### config.mk
export PLATFORM = sky130hd
export DESIGN_NAME = pixel_frame_receiver
export DESIGN_NICKNAME = d
export VERILOG_FILES = /design/src/rtl/pixel_frame_receiver_pkg.sv /design/src/rtl/pixel_frame_receiver_rx_beat_counter.sv /design/src/rtl/pixel_frame_receiver.sv
export SDC_FILE = /design/constraint.sdc
export NUM_CORES = 1
export LEC_CHECK = 0
export CAP_MARGIN = 40
export CORE_AREA = 2 2 73 92
export CTS_CLUSTER_SIZE = 30
export DETAILED_ROUTE_END_ITERATION = 8
export DIE_AREA = 0 0 75 94
export HOLD_SLACK_MARGIN = 0.08
export PLACE_DENSITY = 0.7
export SYNTH_ARGS = -nofsm -noshare
export SYNTH_HDL_FRONTEND = slang
export SYNTH_SLANG_ARGS = --single-unit
### constraint.sdc
create_clock -name clk -period 2.39 [get_ports clk]
set_input_delay 0.3585 -clock clk [delete_from_list [all_inputs] [get_ports clk]]
set_output_delay 0.3585 -clock clk [all_outputs]
set_load 0.03 [all_outputs]
### src/rtl/pixel_frame_receiver_pkg.sv
// Shared constants, types and helpers for the sensor pixel-bus receiver.
// Default geometry: 8x8 pixels, 8 bits per pixel, 4 pixels per beat.
package pixel_frame_receiver_pkg;

  localparam int unsigned DEF_PIXEL_ARRAY_WIDTH  = 8;
  localparam int unsigned DEF_PIXEL_ARRAY_HEIGHT = 8;
  localparam int unsigned DEF_PIXEL_BITS         = 8;
  localparam int unsigned DEF_OUTPUT_BUS_WIDTH   = 4;

  localparam int unsigned BEATS_PER_ROW   = DEF_PIXEL_ARRAY_WIDTH / DEF_OUTPUT_BUS_WIDTH;
  localparam int unsigned BEATS_PER_FRAME = BEATS_PER_ROW * DEF_PIXEL_ARRAY_HEIGHT;

  typedef logic [DEF_OUTPUT_BUS_WIDTH-1:0][DEF_PIXEL_BITS-1:0] beat_t;

  typedef enum logic [1:0] {
    IDLE,
    RECEIVE,
    FULL,
    DONE
  } rx_state_t;

  // Counter/address width that never collapses to zero bits.
  function automatic int clog2_min1(input int v);
    return (v > 1) ? $clog2(v) : 1;
  endfunction

endpackage

### src/rtl/pixel_frame_receiver_rx_beat_counter.sv
// Row/column beat position tracker for the pixel receiver; produces the
// linear frame-memory beat address and end-of-row / end-of-frame flags.
module rx_beat_counter
  import pixel_frame_receiver_pkg::*;
#(
  parameter int ROW_BEATS = 2,
  parameter int ROWS      = 8,
  parameter int ADDR_W    = 4
) (
  input  logic              clk,
  input  logic              reset,
  input  logic              clear,
  input  logic              incr,
  output logic [ADDR_W-1:0] addr,
  output logic              last_in_row,
  output logic              last_in_frame
);

  localparam int COL_W = clog2_min1(ROW_BEATS);
  localparam int ROW_W = clog2_min1(ROWS);

  logic [COL_W-1:0] col;
  logic [ROW_W-1:0] row;

  assign last_in_row   = (col == COL_W'(ROW_BEATS - 1));
  assign last_in_frame = last_in_row && (row == ROW_W'(ROWS - 1));
  assign addr          = ADDR_W'(row) * ADDR_W'(ROW_BEATS) + ADDR_W'(col);

  always_ff @(posedge clk) begin
    if (reset || clear) begin
      col <= '0;
      row <= '0;
    end else if (incr) begin
      if (last_in_row) begin
        col <= '0;
        row <= (row == ROW_W'(ROWS - 1)) ? '0 : row + 1'b1;
      end else begin
        col <= col + 1'b1;
      end
    end
  end

endmodule

### src/rtl/pixel_frame_receiver.sv
// Receiver for the sensor parallel pixel bus: writes beats into frame memory,
// flags frame completion and frame length errors. Optional PIXEL_RX_CHECKSUM_EN.
module pixel_frame_receiver
  import pixel_frame_receiver_pkg::*;
#(
  parameter int unsigned PIXEL_ARRAY_WIDTH  = DEF_PIXEL_ARRAY_WIDTH,
  parameter int unsigned PIXEL_ARRAY_HEIGHT = DEF_PIXEL_ARRAY_HEIGHT,
  parameter int unsigned PIXEL_BITS         = DEF_PIXEL_BITS,
  parameter int unsigned OUTPUT_BUS_WIDTH   = DEF_OUTPUT_BUS_WIDTH,
  localparam int ROW_BEATS   = int'(PIXEL_ARRAY_WIDTH / OUTPUT_BUS_WIDTH),
  localparam int FRAME_BEATS = ROW_BEATS * int'(PIXEL_ARRAY_HEIGHT),
  localparam int ADDR_W      = clog2_min1(FRAME_BEATS)
) (
  input  logic                                         clk,
  input  logic                                         reset,
  input  logic                                         in_valid,
  input  logic [OUTPUT_BUS_WIDTH-1:0][PIXEL_BITS-1:0]  in_data,
  input  logic                                         in_frame_finished,
  output logic                                         mem_we,
  output logic [ADDR_W-1:0]                            mem_addr,
  output logic [OUTPUT_BUS_WIDTH-1:0][PIXEL_BITS-1:0]  mem_wdata,
  output logic                                         row_done,
  output logic                                         frame_done,
  output logic                                         frame_error,
  output logic                                         busy
`ifdef PIXEL_RX_CHECKSUM_EN
  ,
  output logic [PIXEL_BITS+$clog2(PIXEL_ARRAY_WIDTH*PIXEL_ARRAY_HEIGHT)-1:0] frame_checksum
`endif
);

  rx_state_t         state;
  logic              fin_q;
  logic              fall;
  logic              accept;
  logic [ADDR_W-1:0] beat_addr;
  logic              last_in_row;
  logic              last_in_frame;

  assign fall   = fin_q & ~in_frame_finished;
  assign accept = in_valid & ((state == IDLE) | (state == RECEIVE));
  assign busy   = (state == RECEIVE) | (state == FULL);

  rx_beat_counter #(
    .ROW_BEATS (ROW_BEATS),
    .ROWS      (int'(PIXEL_ARRAY_HEIGHT)),
    .ADDR_W    (ADDR_W)
  ) u_beat_counter (
    .clk           (clk),
    .reset         (reset),
    .clear         (state == DONE),
    .incr          (accept),
    .addr          (beat_addr),
    .last_in_row   (last_in_row),
    .last_in_frame (last_in_frame)
  );

  always_ff @(posedge clk) begin
    if (reset) begin
      state       <= IDLE;
      fin_q       <= 1'b0;
      mem_we      <= 1'b0;
      mem_addr    <= '0;
      mem_wdata   <= '0;
      row_done    <= 1'b0;
      frame_done  <= 1'b0;
      frame_error <= 1'b0;
    end else begin
      fin_q      <= in_frame_finished;
      mem_we     <= accept;
      row_done   <= accept & last_in_row;
      frame_done <= 1'b0;
      if (accept) begin
        mem_addr  <= beat_addr;
        mem_wdata <= in_data;
      end

      case (state)
        IDLE: begin
          if (in_valid) begin
            frame_error <= 1'b0;
            state       <= last_in_frame ? FULL : RECEIVE;
          end
        end
        RECEIVE: begin
          // A final beat coinciding with the fall still completes the frame.
          if (accept && last_in_frame) begin
            state      <= fall ? DONE : FULL;
            frame_done <= fall;
          end else if (fall) begin
            frame_error <= 1'b1;
            frame_done  <= 1'b1;
            state       <= DONE;
          end
        end
        FULL: begin
          if (in_valid) frame_error <= 1'b1;
          if (fall) begin
            frame_done <= 1'b1;
            state      <= DONE;
          end
        end
        DONE: begin
          if (in_valid) frame_error <= 1'b1;
          state <= IDLE;
        end
        default: state <= IDLE;
      endcase
    end
  end

`ifdef PIXEL_RX_CHECKSUM_EN
  localparam int CSUM_W = int'(PIXEL_BITS) + $clog2(PIXEL_ARRAY_WIDTH * PIXEL_ARRAY_HEIGHT);

  logic [CSUM_W-1:0] beat_sum;
  logic [CSUM_W-1:0] csum;

  always_comb begin
    beat_sum = '0;
    for (int unsigned i = 0; i < OUTPUT_BUS_WIDTH; i++) begin
      beat_sum = beat_sum + CSUM_W'(in_data[i]);
    end
  end

  always_ff @(posedge clk) begin
    if (reset) begin
      csum <= '0;
    end else if (accept) begin
      csum <= (state == IDLE) ? beat_sum : csum + beat_sum;
    end
  end

  assign frame_checksum = csum;
`endif

endmodule

Word-level counts from Yosys, hierarchy flattened:

Index checks and enable logic that the tools add are counted.

* multiplexer cells: 16
* $add $sub $neg: 3
* eq/ne operators: 8
* reduce and logical (&&, ||, !) cells: 7
* bitwise logic cells: 6

Operator list (number)
* 1-bit two-way mux: 8
* 2-bit two-way mux: 4
* 2-bit one-hot mux with 4 select lines: 1
* 2-bit inequality test, second input constant: 3
* 4-bit by 1-bit adder with 4-bit output: 1
* 2-bit equality test, second input constant: 2
* 4-bit AND reduction: 1
* 3-bit by 1-bit adder with 3-bit output, second input constant: 1
* 1-bit AND: 3
* 3-bit equality test, second input constant: 1
* 3-bit two-way mux: 1
* 1-bit one-hot mux with 3 select lines: 1
* 2-bit by 1-bit equality test with 1-bit output, second input constant: 1
* 1-bit logical AND: 2
* 2-bit zero test: 1
* 2-bit by 1-bit inequality test with 1-bit output, second input constant: 1
* 1-bit OR: 2
* 1-bit one-hot mux with 2 select lines: 1
* 2-bit AND reduction: 1
* 2-bit OR reduction: 1
* 1-bit adder, second input constant: 1
* 1-bit logical OR: 1
* 1-bit NOT: 1

* input bits: 36
* logic and storage cells: 53
* output and inout port bits: 41
* bits in registers: 47

Logic depth before layout (Yosys ltp):

* depth after elaboration: 6
* gate-level depth with buffers: 7
* gate-level depth less buffers: 6

By module:

A second synthesis with hierarchy kept.

* cells, all modules: 218
* area total of the unflattened synthesis: 1838.0 sq um

By module, submodules not included
* pixel_frame_receiver: area each 1617.8 sq um, times used 1, cells an instance 196
* rx_beat_counter: area each 220.2 sq um, times used 1, cells an instance 22

Least setup slack after synthesis:

Ideal clock, no wire load.

* path type: reg2reg
* start: reg state[0]
* end: reg state[0]
* data required time: 2.304 ns
* path buffers: 0
* path slack: 0.638 ns
* cell stages (with the launch flop): 7
* arrival time: 1.665 ns
* setup time: 0.086 ns
* path through: dfxtp_1 > inv_1 > ha_1 > o211ai_4 > nor4b_1 > or4_1 > a221oi_2

* longest elaborated chain between the ends: 6
* elaborated cells on any way between the ends: 11
* those cells by class: eq/ne (4); mux (3); bitwise (2); reduce/logical (2)

Ends and longest elaborated chain
* from (decl): line pixel_frame_receiver.sv:32 `rx_state_t state;`
* from (signal assigned): line pixel_frame_receiver.sv:82 `state <= last_in_frame ? FULL : RECEIVE;`
* from (signal assigned): line pixel_frame_receiver.sv:88 `state <= fall ? DONE : FULL;`
* 2-bit by 1-bit equality test with 1-bit output or 2-bit zero test (tied branches): line pixel_frame_receiver.sv:41, pixel_frame_receiver.sv:78
* 1-bit OR: line pixel_frame_receiver.sv:41 `assign accept = in_valid & ((state == IDLE) | (state == RECEIVE));`
* 1-bit AND: line pixel_frame_receiver.sv:41
* 1-bit logical AND: line pixel_frame_receiver.sv:87 `if (accept && last_in_frame) begin`
* 2-bit two-way mux: line pixel_frame_receiver.sv:87
* 2-bit one-hot mux with 4 select lines: line pixel_frame_receiver.sv:78 `case (state)`

Parallel ways exist; a longest one is shown, timed or not.
A chain may end at the register's enable or synchronous reset.

Final worst setup path:

* start: reg state[0]
* end: out busy

* longest elaborated chain between the ends: 2
* elaborated cells on any way between the ends: 3
* those cells by class: eq/ne (2); bitwise (1)

Ends and longest elaborated chain
* 2-bit by 1-bit equality test with 1-bit output or 2-bit equality test (tied branches): line pixel_frame_receiver.sv:42 `assign busy = (state == RECEIVE) | (state == FULL);`
* 1-bit OR *: line pixel_frame_receiver.sv:42
* to (decl): line pixel_frame_receiver.sv:25 `output logic busy`

Mark *: on every way between the ends. The rest lies on a longest branch, timed or not.

==> metrics.txt <==
Filler cells=624; postcts setup bufs=0; row cnt=32; Root Buffer=clkbuf_8; number of max-cap violations=0; dpl ws=427 ps; Resize count post-CTS=0; Nets=334; DP Area=2650 um2; ratio of cells with drive above 1 in the final layout=5.48%; HPWL Detailed=3.07 mm; largest family of logic cells by synthesized area=simple AND/OR/NAND/NOR gates; Synth Area in Compound Gates=15.7%; leading area contributor after synthesis=dfxtp_1; ys async rst share=0%; clk_skew=4.93 ps; Post-Layout Cell Count=377; Synth Flop Type=dfxtp_1; I/O pins=77; leakage power=1.04 nW; later-pin clock latency in the skew report=290 ps; CP max-delay cell=clkdlybuf4s50_1; gr usage total=12.4%; top cells by count, synth=nand2_1, dfxtp_1, a21oi_1; clock-pin slew of the registers on the worst-case setup and hold paths=80 ps; Post-Synth Simple-Gate Area=22.6%; DR pass1 iterations=4; # clock sinks=47; Starting DRT DRC Count=70; relative slew slack=66.5%; PwrDens=839 nW/um2; Worst setup EP type=output pin; RSZ-0062 raised after global routing=no; Tcrit/Tclk final=89.9%; FMAX=0.466 GHz; Netlist cell types=29; Critical Path AT=1790 ps; PortBufs=76; vias post-DR=1673; Seq/Total Area, Yosys=52.0%; Mapped Nets=261; Synth Area in XOR/XNOR=0.484%; Worst VDD drop=0.397 mV; DIE AREA=7050 um2; Slew Viols, Final=0; RePlAce Congestion=0.822; clk buf depth=2; DRC violations left=0; via/cell ratio=4.44; largest net degree at the start of global routing=38; Synth top area share=52.0%; first-pass GRT wire length=6.76 mm; antenna violations before repair=0; post-route minimum period=2150 ps; Worst Setup Start Kind=flop; ant diodes=0; Tightest Pin Transition=503 ps; top cell family by delay on the critical path=buffers and inverters; path type of the worst setup path=reg2out; EDFF count, synth=0; CTS tree=built; Worst Path Max Fanout=4; status=finished clean; H-tree levels=2; CP max stage delay=660 ps; antenna violation net count after detailed routing=0; CP required=2030 ps; CP bufs+invs=2; WL per Instance=11.5 um; Min Hold Slack=454 ps; fin worst setup slack=243 ps; die width=75 um; grt ovf=0; dpl cells=369; synthesized flop and latch total=47; mux cell area share after synthesis=0.553%; cts bufs inserted=5; Mapped Area=1810 um2; Worst R2R Setup Slack=440 ps; Die Ht=94 um; Fin. Hold Viols=0; syn_area_per_cell=8.30 um2; Area contributors post-synth=dfxtp_1, nand2_1, a21oi_1, ha_1, buf_2; hold-fix buffer count after cts=0; synth warn=0; Post-Route WL=4.34 mm; adder-cell area share of the yosys netlist=4.84%; number of global-route vias before repair=1464; CORE AREA=6130 um2; CP cell instances=inv_1 -> ha_1 -> clkdlybuf4s50_1; Initial Utilization=29.6%; Syn-to-layout area delta=53.0%; design area=2770 um2; Cells after Synth=218; final setup vio count=0; final setup TNS=0 ps; cell with the most instances after synthesis=nand2_1; Hold Path Class=reg2reg
[worst paths after layout]
path                               startpoint             to  cells past startpoint
worst max-delay path                 state[0]           busy                      3
worst min-delay path            mem_wdata[11]  mem_wdata[11]                      2
worst max register to register       state[0]       state[0]                      6
worst min register to register  mem_wdata[11]  mem_wdata[11]                      2
[logic make-up (layout without fill, tap and decap cells)]
group / after synthesis / count (layout)
compound gates: 49 / 49
xor+xnor: 1 / 1
fa+ha+maj: 7 / 7
buf+inv: 16 / 90
flops: 47 / 47
mux: 1 / 1
simple gates: 97 / 97
[through the flow]
| step | util [%] | total power, W |
|---|---|---|
| 6_report | 45.2 | 0.00232 |
| 5_1_grt | 45.2 | 0.00247 |
| 3_3_place_gp | 43.3 | 0.00175 |
| 2_1_floorplan | - | 0.00145 |
| 3_5_place_dp | 43.3 | 0.00176 |
| 4_1_cts | 45.2 | 0.00236 |
[power by group]
| part | internal [W] | switching [W] | leakage (nW) |
|---|---|---|---|
| clock | 0.000338 | 0.000254 | 0.0612 |
| combinational | 0.000332 | 0.000462 | 0.592 |
| sequential | 0.000879 | 0.0000580 | 0.385 |
| total | 0.00155 | 0.000775 | 1.04 |
[flip-flops by register name (all words and copies together), names as in the netlist, 2 cells and up]
register            flops
mem_wdata              32
mem_addr                4
u_beat_counter.row      3
state                   2
[placed cells by master (no fill, tap or decap), drive strengths merged, types with 2 or more instances in the layout]
cell type,instances
inv,3
clkdlybuf4s50,75
nor3,4
clkbuf,6
dfxtp,47
a21oi,41
o21ai,2
nor4,2
buf,4
ha,7
nor2,6
nand2,75
[layout make-up]
type / instances / area (um2) / area share [%]
Inverter: 3 / 11.3 / 0.407
Clock buffer: 6 / 82.6 / 2.98
Clock inverter: 2 / 35.0 / 1.26
Multi-Input combinational cell: 155 / 803 / 29.0
Tap cell: 85 / 106 / 3.84
Sequential cell: 47 / 941 / 34.0
Timing Repair Buffer: 79 / 791 / 28.5
[worst register-to-register path: stages, from the launching register on]
cell,delay [ps]
dfxtp_1,400
inv_1,120
ha_1,310
o211ai_4,290
nor4b_1,80
or4_1,420
a221oi_2,240
[metal layers]
layer	routed length, um	track usage, %	vias up
met3	237	3.22	5
met2	2160	21.6	52
met5	0	0	-
li1	-	-	863
met4	55	4.02	0
met1	1890	14.4	753
(Power assumes the default switching activity.)
